==> config.mk <==
export PLATFORM = sky130hd
export DESIGN_NAME = prog_sequencer
export DESIGN_NICKNAME = d
export VERILOG_FILES = /design/src/rtl/prog_sequencer_pkg.sv /design/src/rtl/prog_sequencer_sat.sv /design/src/rtl/prog_sequencer.sv
export SDC_FILE = /design/constraint.sdc
export NUM_CORES = 1
export LEC_CHECK = 0
export BUFFER_PORTS_ARGS = -buffer_cell sky130_fd_sc_hd__buf_2
export CORE_AREA = 2 2 50 52
export CTS_BUF_LIST = sky130_fd_sc_hd__clkbuf_8
export DETAILED_ROUTE_END_ITERATION = 6
export DIE_AREA = 0 0 52 54
export HOLD_SLACK_MARGIN = 0.03
export PLACE_DENSITY = 0.81
export SLEW_MARGIN = 40
export SYNTH_ARGS = -nofsm -noshare
export SYNTH_HDL_FRONTEND = slang
export SYNTH_SLANG_ARGS = --single-unit
==> constraint.sdc <==
create_clock -name Clk -period 4.1 [get_ports Clk]
set_input_delay 0.205 -clock Clk [delete_from_list [all_inputs] [get_ports Clk]]
set_output_delay 0.205 -clock Clk [all_outputs]
set_load 0.005 [all_outputs]
==> src/rtl/prog_sequencer_pkg.sv <==
// prog_sequencer_pkg
// Shared definitions for the program sequencer: the FSM state type, the
// table of program entry points, and helpers for looking up a program's
// base address and stepping to the next program index.
package prog_sequencer_pkg;

  typedef enum logic [1:0] {
    IDLE = 2'd0,
    LOAD = 2'd1,
    RUN  = 2'd2,
    DONE = 2'd3
  } seqState_e;

  localparam int NUM_PROGS = 3;
  localparam int BASE_W    = 10;

  localparam logic [1:0] LAST_IDX = 2'(NUM_PROGS - 1);

  // Entry 0 sits in the low slice, entry 2 in the high slice.
  localparam logic [NUM_PROGS-1:0][BASE_W-1:0] PROG_BASE = {
    10'h200, 10'h100, 10'h000
  };

  // Unused index 3 falls back to program 0 so the lookup is always defined.
  function automatic logic [BASE_W-1:0] progBase(input logic [1:0] idx);
    case (idx)
      2'd1:    return PROG_BASE[1];
      2'd2:    return PROG_BASE[2];
      default: return PROG_BASE[0];
    endcase
  endfunction

  function automatic logic [1:0] nextIdx(input logic [1:0] idx);
    return (idx >= LAST_IDX) ? 2'd0 : idx + 2'd1;
  endfunction

endpackage

==> src/rtl/prog_sequencer_sat.sv <==
// sat_counter
// Up-counter with synchronous clear and count enable that sticks at
// all-ones instead of wrapping.
// Ports:
//   Clk      - clock, rising edge
//   Reset    - synchronous, active-high, clears the count
//   clear_i  - clear the count to zero (wins over enable)
//   enable_i - advance the count by one
//   count_o  - current count
module sat_counter #(
  parameter int W = 16
) (
  input  logic         Clk,
  input  logic         Reset,
  input  logic         clear_i,
  input  logic         enable_i,
  output logic [W-1:0] count_o
);

  logic [W-1:0] count_q;
  logic [W-1:0] count_d;

  always_comb begin
    count_d = count_q;
    if (clear_i) begin
      count_d = '0;
    end else if (enable_i && (count_q != '1)) begin
      count_d = count_q + W'(1);
    end
  end

  always_ff @(posedge Clk) begin
    if (Reset) begin
      count_q <= '0;
    end else begin
      count_q <= count_d;
    end
  end

  assign count_o = count_q;

endmodule

==> src/rtl/prog_sequencer.sv <==
// prog_sequencer
// Steps the fetch unit through a fixed rotation of three programs. Each Go
// request in IDLE loads the next program's entry point into the fetch unit,
// lets it run until the decoder reports a halt or a watchdog expires, then
// emits a one-cycle Done pulse and advances to the next program.
// Ports:
//   Clk, Reset   - clock and synchronous active-high reset
//   Go           - start the next program (sampled in IDLE only)
//   HaltSeen     - decoder saw a halt instruction (sampled in RUN only)
//   FetchHold    - hold the fetch PC (IDLE and DONE)
//   FetchJump    - absolute branch strobe for the fetch unit (LOAD only)
//   FetchTarget  - branch target, the program base during LOAD, else 0
//   ProgIdx      - index of the current/next program, 0..2
//   Busy         - high while a program is loading or running
//   Done         - one-cycle completion pulse
//   Timeout      - program ended by watchdog rather than halt
//   CycleCount   - RUN cycles spent by the current/last program
module prog_sequencer
  import prog_sequencer_pkg::*;
#(
  parameter int               PC_W        = 10,
  parameter int               CYC_W       = 16,
  parameter logic [CYC_W-1:0] CYCLE_LIMIT = 16'hFFF0
) (
  input  logic             Clk,
  input  logic             Reset,
  input  logic             Go,
  input  logic             HaltSeen,
  output logic             FetchHold,
  output logic             FetchJump,
  output logic [PC_W-1:0]  FetchTarget,
  output logic [1:0]       ProgIdx,
  output logic             Busy,
  output logic             Done,
  output logic             Timeout,
  output logic [CYC_W-1:0] CycleCount
);

  localparam logic [CYC_W-1:0] LIMIT_M1 = CYCLE_LIMIT - CYC_W'(1);

  seqState_e  state_q;
  logic [1:0] progIdx_q;
  logic       timeout_q;
  logic [CYC_W-1:0] cycleCount;

  // The count is compared before its own increment, so the watchdog exit
  // edge is also the CYCLE_LIMIT-th counted RUN cycle.
  sat_counter #(
    .W (CYC_W)
  ) u_cycleCounter (
    .Clk      (Clk),
    .Reset    (Reset),
    .clear_i  (state_q == LOAD),
    .enable_i (state_q == RUN),
    .count_o  (cycleCount)
  );

  // Halt is tested ahead of the watchdog so a halt on the limit cycle is
  // reported as a normal completion.
  always_ff @(posedge Clk) begin
    if (Reset) begin
      state_q   <= IDLE;
      progIdx_q <= 2'd0;
      timeout_q <= 1'b0;
    end else begin
      case (state_q)
        IDLE: begin
          if (Go) begin
            state_q <= LOAD;
          end
        end
        LOAD: begin
          timeout_q <= 1'b0;
          state_q   <= RUN;
        end
        RUN: begin
          if (HaltSeen) begin
            timeout_q <= 1'b0;
            state_q   <= DONE;
          end else if (cycleCount == LIMIT_M1) begin
            timeout_q <= 1'b1;
            state_q   <= DONE;
          end
        end
        DONE: begin
          progIdx_q <= nextIdx(progIdx_q);
          state_q   <= IDLE;
        end
        default: state_q <= IDLE;
      endcase
    end
  end

  assign FetchHold   = (state_q == IDLE) || (state_q == DONE);
  assign FetchJump   = (state_q == LOAD);
  assign FetchTarget = (state_q == LOAD) ? PC_W'(progBase(progIdx_q)) : '0;
  assign ProgIdx     = progIdx_q;
  assign Busy        = (state_q == LOAD) || (state_q == RUN);
  assign Done        = (state_q == DONE);
  assign Timeout     = timeout_q;
  assign CycleCount  = cycleCount;

endmodule

==> run summary, run 1 <==
The run finished with clean final reports. The critical path is of the reg -> reg type. After synthesis the cells add up to 1259 um^2. Once layout is done, the placed cells without fillers occupy 1418 um^2.

After synthesis, the largest family of logic cells by area is simple AND/OR/NAND/NOR gates. Counting flops with an async set or reset pin after synthesis yields a share of 0%. The number of hold buffers added after cts came out at 0. For flop-to-flop paths, the worst setup slack is 2.04 ns.

In this run the vertical extent of the chip is 54 um. Synthesis inferred 21 register bits. The run gives 0 ns as the setup TNS after final layout. Once the floorplan was initialized, standard cells occupied 54.26% of the core.

Across the VDD grid, the largest voltage drop is 0.2583 mV. The logs give 18 for the floorplan row count and 4 for the length of the first detailed-routing pass in iterations. The total overflow reported by the global router is 0, and the post-CTS setup buffer count is 0. The area fraction in compound gates after synthesis is 20.48%.

Horizontal die dimension: 52 um. The number of gates resized after CTS was 0. The tools report the number of levels the H-tree was split into as 1.

The post-synthesis share of cell area spent on and, or, nand and nor gates is 31.01%. Counting the buffers created by CTS gives 3. Entering global routing, the biggest net connects 18 pins. The most used flip-flop cell after synthesis was sky130_fd_sc_hd__dfxtp_1.

For the buffer depth of the longest clock path, the log shows 2. In this run, distinct cell masters in the synthesized netlist total 40. For this run, the total global-route usage over all layers was measured as 20.67%. At the end of routability-driven placement, the weighted congestion stood at 0.8040. The finished layout holds 210 standard cells, fillers aside. Setup repair after global routing left no endpoint under its margin. The count of max-cap constraint violations is 0. Counting instances in the post-synthesis netlist gives the leading cell types as sky130_fd_sc_hd__dfxtp_1, sky130_fd_sc_hd__a21oi_1, sky130_fd_sc_hd__buf_4, sky130_fd_sc_hd__nand2_1. The measured slew at the worst slew-check pin is 0.8150 ns, and the CTS clock-pin slew for the worst setup and hold paths is 0.08 ns. The run gives 0 as the DRC violation count after routing. The tools report the number of DRC markers in iteration 0 as 22. Compared with the post-synthesis result, the final layout area differs by 12.62%.

The synthesized design spends more area on one cell type than any other, namely sky130_fd_sc_hd__dfxtp_1. In this run the cell area measured after placement is 1373 um^2. The number of failing hold endpoints at the final stage is 0, and the number of instances in the placed design is 206. The logs give 0 for the number of nets still failing antenna checks after routing and 33.40% for the register area share after synthesis. Detailed routing placed a total of 103 um of wire on met3.

The die covers 2808 um^2. The fraction of final layout cells sized beyond drive strength 1 is 19.44%, and the final worst clock skew is 0.002641 ns. A synthesized cell averages 8.069 um^2. The clock latency reported for the late side of the worst-skew pair is 0.26 ns, and the logic depth of the worst register-to-register path is 6. For the number of slew-limit violations in the final report, the log shows 0.

37 I/O pins were placed. Of all nets on the critical path, the largest fanout is 9. The data required time of the worst path is 4.29 ns, and the count of cells along the worst hold path is 2.

Root buffer cell: sky130_fd_sc_hd__clkbuf_8. The total routed wire length on the met1 layer came out at 1.288 mm. The number of antenna diodes in the final layout is 0. In this run, synthesis inferred 0 flip-flops with an integrated enable.

The total of buffers placed on input and output ports is 28, and the fraction of synthesized cell area taken by the top area cell type is 33.40%. The beginning of the worst register-to-register path was state_q[0]. The tools report the data arrival at the endpoint of the critical path as 2.25 ns. The number of warnings issued by yosys came out at 0. The worst path needs 2.056 ns of the cycle, external delays included. The capturing point of the worst reg2reg path is u_cycleCounter.count_o[11]. Summing over every cut layer, the via total after detailed routing is 1268. The first-pass GRT wire length is 4.381 mm.

The synthesized instance count was 156. After detailed routing, the average wire length per cell comes to 13.10 um. Hold path startpoint: Reset.

For this design the static power due to leakage is 0.5762 nW. The tools report the number of global-route vias before repair as 1038. Detailed placement finished with a half-perimeter wire length of 2.013 mm. The total length of routed met2 wires came out at 1.303 mm. The headroom to the max-slew limit came out at 45.46%. The top layer reached by signal wires was met4.

After the last flow step, the layout net total stands at 190. For the upper clock frequency limit, the log shows 0.4864 GHz. The region available for standard cell placement spans 2320 um^2. The most common cell in the synthesized netlist is sky130_fd_sc_hd__dfxtp_1. For the number of antenna violations at the first check in global routing, the log shows 0.

Yosys attributes the largest share of cell area to sky130_fd_sc_hd__dfxtp_1, sky130_fd_sc_hd__buf_4, sky130_fd_sc_hd__ha_1, sky130_fd_sc_hd__a21oi_1, sky130_fd_sc_hd__or4_1. The post-detailed-routing wire length came out at 2.750 mm. Class of the tightest hold or removal check: in -> reg. The share of synthesized cell area in full adder, half adder and majority cells is 4.970%, and the final cycle utilization of the critical path is 50.14%. TritonCTS built the clock tree.

The per-cell via count in the routed design is 6.038, and the share of cell area taken by muxes after synthesis is 0%. Power spread over the standard cell area amounts to 386.6 nW/um^2. Sink count of the clock tree: 21. Setup violations remaining at the end of the flow were counted as 0.

Endpoint type of the worst setup path: a flip-flop. Summing the areas of all xor and xnor instances in the mapped netlist gives 0% of the synthesized area. For the total power consumption of the routed design, the log shows 548.0 uW. The capture endpoint of the worst hold path was Timeout. STA classifies the critical path startpoint as a flip-flop.
per-stage QoR:
stage | utilization (%) | worst slack (ns) | hold slack (ns)
2_1_floorplan | - | 2.283 | 0.4465
3_3_place_gp | 59.17 | 2.183 | 0.4574
3_5_place_dp | 59.17 | 2.062 | 0.4730
4_1_cts | 61.11 | 2.025 | 0.1951
5_1_grt | 61.11 | 1.917 | 0.2494
6_report | 61.11 | 2.044 | 0.2002
area by class of cell:
class	instances	area [um^2]
clock buffer	3	41.29
clock inverter	1	3.754
fill	215	902.1
inverter	7	26.28
multi-input combinational	119	740.7
sequential	21	420.4
tap	30	37.54
timing repair buffer	29	147.6
worst max-delay path by stage:
stage / start / to / slack [ns] / cells after the start
after floorplan: state_q[0] / u_cycleCounter.count_o[13] / 2.28 / 7
after global placement: state_q[0] / u_cycleCounter.count_o[13] / 2.18 / 6
after CTS: state_q[0] / u_cycleCounter.count_o[11] / 2.03 / 6
after detailed placement: state_q[0] / u_cycleCounter.count_o[13] / 2.06 / 6
after global routing: state_q[0] / u_cycleCounter.count_o[11] / 1.92 / 6
final: state_q[0] / u_cycleCounter.count_o[11] / 2.04 / 6
cells by family after synthesis:
family / Yosys count
AOI/OAI and AO/OA: 40
adders and majority gates: 5
other: 1
DFF: 21
buffers and inverters: 23
and+or+nand+nor: 66
per-layer routing:
metal / GRT usage, % / vias up
li1: - / 629
met4: 10.09 / 0
met1: 26.64 / 599
met5: 0 / -
met3: 2.500 / 6
met2: 34.18 / 34
cell usage in the layout (no fill, tap or decap), types with 2 or more instances in the layout:
cell type and count:
sky130_fd_sc_hd__buf_2 28, sky130_fd_sc_hd__dfxtp_1 21, sky130_fd_sc_hd__a21oi_1 11, sky130_fd_sc_hd__nand2_1 9
sky130_fd_sc_hd__inv_1 8, sky130_fd_sc_hd__conb_1 8, sky130_fd_sc_hd__nor2_1 7, sky130_fd_sc_hd__nand4_1 7
sky130_fd_sc_hd__o21ai_0 7, sky130_fd_sc_hd__or4_1 7, sky130_fd_sc_hd__a31oi_1 7, sky130_fd_sc_hd__nand3_1 6
sky130_fd_sc_hd__nor4_1 5, sky130_fd_sc_hd__nor3_1 5, sky130_fd_sc_hd__ha_1 5, sky130_fd_sc_hd__or3_1 4
sky130_fd_sc_hd__o31ai_1 4, sky130_fd_sc_hd__o211ai_1 3, sky130_fd_sc_hd__clkbuf_8 3, sky130_fd_sc_hd__or2_1 2
sky130_fd_sc_hd__a41oi_1 2, sky130_fd_sc_hd__nor2b_1 2, sky130_fd_sc_hd__and3_1 2, sky130_fd_sc_hd__nand3b_1 2
report_power, final:
group | total, mW | switching (mW) | internal [mW]
combinational | 0.178 | 0.111 | 0.0670
clock | 0.135 | 0.0680 | 0.0668
sequential | 0.235 | 0.0168 | 0.218
state kept, by name, summed over array words and instances (netlist names):
register,count
u_cycleCounter.count_o,16
ProgIdx,2
state_q,2
Timeout,1
worst max-delay path, stage by stage, from the launching register on:
cell and delay (ns):
sky130_fd_sc_hd__dfxtp_1 0.34, sky130_fd_sc_hd__inv_1 0.11, sky130_fd_sc_hd__ha_1 0.32, sky130_fd_sc_hd__nand4_1 0.16
sky130_fd_sc_hd__or4_4 0.58, sky130_fd_sc_hd__or3_1 0.33, sky130_fd_sc_hd__a21oi_1 0.14
(Power assumes the default switching activity.)
==> run 2: changes to the inputs <==
--- a/config.mk
+++ b/config.mk
@@ -5,13 +5,14 @@
 export SDC_FILE = /design/constraint.sdc
 export NUM_CORES = 1
 export LEC_CHECK = 0
+export ABC_AREA = 1
 export BUFFER_PORTS_ARGS = -buffer_cell sky130_fd_sc_hd__buf_2
-export CORE_AREA = 2 2 50 52
+export CORE_AREA = 2 2 53 55
 export CTS_BUF_LIST = sky130_fd_sc_hd__clkbuf_8
 export DETAILED_ROUTE_END_ITERATION = 6
-export DIE_AREA = 0 0 52 54
+export DIE_AREA = 0 0 55 57
 export HOLD_SLACK_MARGIN = 0.03
-export PLACE_DENSITY = 0.81
+export PLACE_DENSITY = 0.74
 export SLEW_MARGIN = 40
 export SYNTH_ARGS = -nofsm -noshare
 export SYNTH_HDL_FRONTEND = slang
==> constraint.sdc (replaced) <==
create_clock -name Clk -period 1.95 [get_ports Clk]
set_input_delay 0.0975 -clock Clk [delete_from_list [all_inputs] [get_ports Clk]]
set_output_delay 0.0975 -clock Clk [all_outputs]
set_load 0.005 [all_outputs]
==> run summary, run 2 <==
The kind of cell with the highest combined delay along the critical path is simple AND/OR/NAND/NOR gates. For the setup TNS after final layout, the log shows 0 ns (unchanged). Number of slew-limit violations in the final report: 0 (unchanged). The run gives 37 (unchanged) as the top-level I/O count. The post-CTS setup buffer count is 0 (unchanged). The critical path goes through ha_1 > nand2_2 > nor2_4 > nand2_4 > nand2_4 > nand2_4 > nand3_1 > nand2_1 > nand2_1 > nor2_1.

Switching fraction of total power: 38.15% (+2.4 points). The tools report the number of antenna violations at the first check in global routing as 0 (unchanged). The delay of the slowest cell on the worst path is 0.41 ns (-0.17 ns), and the antenna cell count is 0 (unchanged). The data required time of the worst path was 2.11 ns (-2.18 ns); the per-cell via count in the routed design was 4.878 (-19%). The first-pass GRT wire length was 4.498 mm (+2.7%). The peak fanout along the critical path works out to 21 (+12).

Total power consumption of the routed design: 1.256 mW (+130%). The worst hold margin is 0.1316 ns (-0.06853 ns), and the total overflow reported by the global router is 0 (unchanged). Final worst clock skew: 0.001904 ns (-0.0007373 ns). The largest net degree at the start of global routing was 22 (+4). Post-synthesis sequential element count: 21 (unchanged). The horizontal die dimension is 55 um (+5.8%). The peak supply drop is 0.7108 mV (+180%), and the unique cell type count in the Yosys netlist is 25 (-38%). Data arrival at the endpoint of the critical path: 1.78 ns (-0.47 ns). Leading cell type by number of instances after synthesis: sky130_fd_sc_hd__nand2_1.

In the synthesized netlist the dominant register cell turns out to be sky130_fd_sc_hd__dfxtp_1. The run gives 233 (+23%) as the net total in the final layout. Ranked by instance count, the synthesized netlist is headed by sky130_fd_sc_hd__nand2_1, sky130_fd_sc_hd__nor2_1, sky130_fd_sc_hd__inv_1. The fraction of registers with async set/reset works out to 0% (unchanged).

Most frequent cell on the critical path: sky130_fd_sc_hd__nand2_4. In the layout the commonest cells are sky130_fd_sc_hd__nand2_1, sky130_fd_sc_hd__nor2_1, sky130_fd_sc_hd__buf_2. The number of warnings issued by yosys came out at 0 (unchanged). For the leakage power of the design, the log shows 0.6615 nW (+15%). The area occupied by registers is 420.4 um^2 (unchanged), and the count of max-cap constraint violations is 0 (unchanged). The share of power burned in the clock network is 22.8% (-1.8 points).

Sink count of the clock tree: 21 (unchanged). The number of levels the H-tree was split into came out at 1 (unchanged). The tools report the startpoint kind of the worst setup timing path as a flip-flop. The tools report the endpoint type of the worst setup path as a flip-flop.

The tools report the clock latency reported for the late side of the worst-skew pair as 0.26 ns (about the same). The run gives 40.2% (-2.7 points) as the fraction of power consumed by sequential logic. The tools report the effective utilization at floorplan as 49.52% (-4.7 points).

The length of the first detailed-routing pass in iterations was 5 (+1); the core outline area was 2615 um^2 (+13%). The fraction of synthesized cell area taken by the top area cell type works out to 32.46% (-0.94 points). The CTS clock-pin slew for the worst setup and hold paths came out at 0.08 ns (about the same). The final routed wire length divided by cell count was 10.47 um (-20%). The largest total area in the synthesized netlist belongs to sky130_fd_sc_hd__dfxtp_1. Number of global-route vias before repair: 1082 (+4.2%).

Setup repair after global routing left no endpoint under its margin. The DRC violation count after routing was 0 (unchanged). TritonCTS built the clock tree. The run finished with clean final reports. The switching power was 479.1 uW (+140%). For the number of DRC markers in iteration 0, the log shows 20 (-9.1%). The tools report the post-detailed-routing wire length as 2.659 mm (-3.3%).

The run gives 3 (unchanged) as the CTS buffer count. The part of the total power dissipated in combinational logic was 36.9% (+4.4 points); the routability congestion estimate was 0.8851 (+10%). The synthesized instance count was 194 (+24%).

The number of hold buffers added after cts is 0 (unchanged). From synthesis to final layout, the design area changed by 13.72%. In this run the worst hold path is classified as in -> reg. The root buffer cell is sky130_fd_sc_hd__clkbuf_8. The buffer depth of the longest clock path was 2 (unchanged).

The overall via count from detail_route came out at 1239 (-2.3%). The type of the worst setup path is reg -> reg. The logs give 19 (+1) for the floorplan row count and 0 (unchanged) for the number of failing hold endpoints at the final stage.

The overall routing resource usage was 19.35% (-1.3 points). Upper clock frequency limit: 0.6172 GHz (+27%). The fraction of final layout cells sized beyond drive strength 1 was 20.63% (+1.2 points); the number of flops mapped to enable cells by yosys was 0 (unchanged).

The power per cell area works out to 852.8 nW/um^2 (+120%). The number of inserted filler cells in the final layout was 273 (+27%). The number of gates given a new drive strength after cts came out at 0 (unchanged). The number of failing setup endpoints in the final timing report is 0 (unchanged), and the number of flip-flops in the largest register is 16 (unchanged). The post-DP HPWL is 2.038 mm (+1.2%).

The height of the die was 57 um (+5.6%). The number of nets still failing antenna checks after routing came out at 0 (unchanged). The final cycle utilization of the critical path was 83.08% (+33 points); the internal power consumption was 776.7 uW (+120%). The summed instance area of the synthesized netlist is 1295 um^2 (+2.9%). The critical path buffer and inverter count is 0 (-1), and the floorplan die area is 3135 um^2 (+12%). Total of buffers placed on input and output ports: 28 (unchanged). The register area share after synthesis is 32.46% (-0.94 points). Yosys attributes the largest share of cell area to sky130_fd_sc_hd__dfxtp_1, sky130_fd_sc_hd__nand2_1, sky130_fd_sc_hd__nor2_1, sky130_fd_sc_hd__inv_1, sky130_fd_sc_hd__nand3_1.

Leaving out fill and tap cells, the most frequent cell in the layout is sky130_fd_sc_hd__nand2_1. On the critical path, the stage with the largest delay is an instance of sky130_fd_sc_hd__dfxtp_1. The synthesized area per cell was 6.675 um^2 (-17%). Clock period minus worst slack: 1.620 ns (-0.4356 ns). For the multi-input combinational cell area, the log shows 730.7 um^2 (-1.4%).
-- run 2: metal layers --
layer | vias up | GRT usage (%) | routed length (um)
met5 | - | 0 | 0
met4 | 0 | 9.408 | 66
met3 | 7 | 2.356 | 110
met2 | 32 | 30.27 | 1209
met1 | 544 | 25.91 | 1271
li1 | 656 | - | -
-- run 2: per-stage QoR --
step,instance area (um^2),worst slack (ns),util (%),instances
5_1_grt,1473,0.1445,56.32,254
3_3_place_gp,1428,0.3893,54.59,250
4_1_cts,1473,0.3309,56.32,254
3_5_place_dp,1428,0.3429,54.59,250
6_report,1473,0.3299,56.32,254
2_1_floorplan,1321,0.4319,-,201
-- run 2: logic make-up after synthesis --
family	after synthesis	share of synthesized area [%]
AND/OR/NAND/NOR	108	38.94
buffers and inverters	35	13.14
AO/OA/AOI/OAI	22	8.985
flip-flops	21	32.46
adder cells (fa/ha/maj)	5	4.831
XOR/XNOR	2	1.353
other	1	0.2896
-- run 2: power by group through the flow --
stage	clock (mW)	combinational [mW]	sequential, mW
detailed placement	0	0.463	0.516
global route	0.312	0.539	0.513
global placement	0	0.462	0.514
finish	0.287	0.464	0.505
floorplan	0	0.376	0.513
CTS	0.295	0.465	0.506
-- run 2: final cells by class --
| type | count | share of cell area, % |
|---|---|---|
| multi-input cells | 145 | 49.62 |
| clock inverters | 1 | 0.2549 |
| repair buffers | 29 | 10.03 |
| well taps | 31 | 2.634 |
| inverters | 24 | 6.117 |
| flip-flops and latches | 21 | 28.55 |
| clock buffers | 3 | 2.804 |
-- run 2: worst paths after layout --
check	start	endpoint	slack, ns	depth (start not counted)
max	u_cycleCounter.count_o[0]	u_cycleCounter.count_o[15]	0.33	10
min	Reset	state_q[1]	0.13	4
max reg2reg	u_cycleCounter.count_o[0]	u_cycleCounter.count_o[15]	0.33	10
min reg2reg	Timeout	Timeout	0.48	2
-- run 2: worst reg2reg max path, delay by kind of cell, from the launching register on --
family                     cells  cell delay, ns
adders and majority gates      1            0.27
and+or+nand+nor                9            0.83
DFF                            1            0.41
==> run 3: changes to the inputs <==
--- a/config.mk
+++ b/config.mk
@@ -5,14 +5,14 @@
 export SDC_FILE = /design/constraint.sdc
 export NUM_CORES = 1
 export LEC_CHECK = 0
-export ABC_AREA = 1
+export ABC_AREA = 0
 export BUFFER_PORTS_ARGS = -buffer_cell sky130_fd_sc_hd__buf_2
-export CORE_AREA = 2 2 53 55
+export CORE_AREA = 2 2 55 57
 export CTS_BUF_LIST = sky130_fd_sc_hd__clkbuf_8
 export DETAILED_ROUTE_END_ITERATION = 6
-export DIE_AREA = 0 0 55 57
+export DIE_AREA = 0 0 57 59
 export HOLD_SLACK_MARGIN = 0.03
-export PLACE_DENSITY = 0.74
+export PLACE_DENSITY = 0.71
 export SLEW_MARGIN = 40
 export SYNTH_ARGS = -nofsm -noshare
 export SYNTH_HDL_FRONTEND = slang
==> constraint.sdc (replaced) <==
create_clock -name Clk -period 1.4 [get_ports Clk]
set_input_delay 0.07 -clock Clk [delete_from_list [all_inputs] [get_ports Clk]]
set_output_delay 0.07 -clock Clk [all_outputs]
set_load 0.005 [all_outputs]
==> run summary, run 3 (synthesized netlist as in run 1, its figures left out) <==
The final cycle utilization of the critical path came out at 126.3% (+43 points). The overall routing resource usage was 24.52% (+5.2 points); the data required time of the worst path was 1.60 ns (-0.51 ns). The number of instances in the placed design came out at 243 (-2.8%). The number of global-route vias before repair was 1431 (+32%); the fraction of final layout cells sized beyond drive strength 1 was 49.78% (+29 points).

The tools report the upper clock frequency limit as 0.5655 GHz (-8.4%). The flow ran to the end, but the final reports show violations. The worst setup slack after layout was -0.3682 ns (-0.6981 ns). In this run the most critical hold path is launched from Reset.

CTS clock-pin slew for the worst setup and hold paths: 0.08 ns (about the same). Number of failing hold endpoints at the final stage: 0 (unchanged). The tools report the post-DP HPWL as 2.723 mm (+34%). The worst setup path is captured at a flip-flop. For the buffer depth of the longest clock path, the log shows 2 (unchanged). Compared with the post-synthesis result, the final layout area differs by 58.05%. The per-cell via count in the routed design works out to 5.930 (+22%). The run gives 46.45% (-3.1 points) as the effective utilization at floorplan. STA classifies the critical path startpoint as a flip-flop. The top-level I/O count was 37 (unchanged).

The run gives 2.192 mW (+75%) as the total power consumption of the routed design. The leakage power of the design came out at 0.8662 nW (+31%). The post-detailed-routing wire length was 4.246 mm (+60%); the number of levels the H-tree was split into was 1 (unchanged).

For the number of slew-limit violations in the final report, the log shows 0 (unchanged). The power per cell area was 1102 nW/um^2 (+29%). The run gives 0 (unchanged) as the antenna cell count.

The peak fanout along the critical path works out to 4 (-81%). For the number of failing setup endpoints in the final timing report, the log shows 19 (+19). The library cells used most frequently in the layout, excluding fill and tap cells, are sky130_fd_sc_hd__buf_4, sky130_fd_sc_hd__buf_2, sky130_fd_sc_hd__dfxtp_1. The horizontal die dimension was 57 um (+3.6%); the worst hold margin was 0.1011 ns (-0.03052 ns). Type of the worst setup path: reg -> reg.

The total overflow reported by the global router was 0 (unchanged); the final core utilization was 73.41% (+17 points). The total of buffers placed on input and output ports was 28 (unchanged); the clock period minus worst slack was 1.768 ns (+0.1481 ns). The post-layout instance count excluding filler cells was 256 (+0.79%). The logs give 4 (-1) for the length of the first detailed-routing pass in iterations and 0 (unchanged) for the number of hold buffers added after cts.

The class of the tightest hold or removal check is in -> reg. The core outline area is 2710 um^2 (+3.6%). TritonCTS built the clock tree.

The logic depth of the worst register-to-register path is 6 (-4). The final routed wire length divided by cell count was 16.59 um (+58%); the count of max-cap constraint violations was 0 (unchanged). Number of nets still failing antenna checks after routing: 0 (unchanged). The routability congestion estimate was 0.8054 (-9.0%). The CTS buffer count was 3 (unchanged); the net total in the final layout was 235 (+0.86%). The checks that failed: setup timing. The logs give 0.26 ns (about the same) for the clock latency reported for the late side of the worst-skew pair and 3363 um^2 (+7.3%) for the floorplan die area. The largest net degree at the start of global routing is 13 (-41%), and the sink count of the clock tree is 21 (unchanged). The library cell used most frequently in the layout, excluding fill and tap cells, is sky130_fd_sc_hd__buf_4. The height of the die is 59 um (+3.5%). CTS placed an instance of sky130_fd_sc_hd__clkbuf_8 at the clock tree root. The data arrival at the endpoint of the critical path was 1.97 ns (+0.19 ns); the first-pass GRT wire length was 6.479 mm (+44%). The peak supply drop is 1.234 mV (+74%), and the DRC violation count after routing is 0 (unchanged).

In this run the worst setup path begins at state_q[0]. The number of flip-flops in the largest register works out to 16 (unchanged). The tools report the number of DRC markers in iteration 0 as 66 (+230%). Count of cells along the worst hold path: 2 (-2).

The floorplan row count was 19 (unchanged); the overall via count from detail_route was 1518 (+23%). The tools report the final worst clock skew as 0.003648 ns (+0.001744 ns). Setup repair after global routing could not meet its margin everywhere.

Beginning of the worst register-to-register path: state_q[0]. The number of antenna violations at the first check in global routing was 0 (unchanged).
## run 3: cell types whose count changed in the layout (fill, tap and decap cells not counted), sizes merged, moves of 7 or more
cell   previous run  this run
buf              29        74
nand2            49         9
nor2             32         7
inv              25         7
nand3            16         7
or4               0         8
a31oi             0         7
## run 3: critical path, stage by stage (launching register included)
cell and delay (ns):
sky130_fd_sc_hd__dfxtp_2 0.33, sky130_fd_sc_hd__inv_2 0.06, sky130_fd_sc_hd__ha_4 0.13, sky130_fd_sc_hd__nand4_1 0.10, sky130_fd_sc_hd__or4_4 0.59, sky130_fd_sc_hd__or3_1 0.36, sky130_fd_sc_hd__a21oi_1 0.14
## run 3: what timing repair did
item / 4_1_cts / 5_1_grt
buffers inserted: 2 / 8
cloned: 1 / 0
setup endpoints to repair: 21 / 23
gates resized for setup: 26 / 22
pin swaps: 14 / 15
## run 3: where the power goes
part	internal, mW	total [mW]	switching [mW]
clock	0.196	0.400	0.204
combinational	0.571	1.08	0.511
sequential	0.655	0.711	0.0561
total	1.42	2.19	0.771
## run 3: routing by layer
layer	routed length [um]	GRT usage, %	vias to the layer above
li1	-	-	726
met1	1686	30.04	713
met2	2125	44.99	67
met3	295	4.803	12
met4	138	4.651	0
met5	0	0	-
## run 3: path summary, 6_finish.rpt
check,slack (ns),to
hold reg to reg,0.49,Timeout
hold / removal,0.10,ProgIdx[0]
setup reg to reg,-0.37,u_cycleCounter.count_o[13]
setup / recovery,-0.37,u_cycleCounter.count_o[13]
## run 3: final cells by class
class | count | area (um^2)
clock buffer | 3 | 41.29
clock inverter | 1 | 3.754
fill | 192 | 720.7
inverter | 7 | 30.03
multi-input combinational | 119 | 928.4
sequential | 21 | 434.2
tap | 31 | 38.79
timing repair buffer | 74 | 513.0
## run 3: per-stage QoR
stage | cell area [um^2] | setup WS (ns) | setup TNS (ns)
CTS | 1866 | -0.3007 | -2.456
finish | 1989 | -0.3682 | -2.890
global route | 1989 | -0.4289 | -4.029
global placement | 1672 | -0.2611 | -3.253
floorplan | 1319 | -0.3844 | -3.613
detailed placement | 1672 | -0.2946 | -3.963
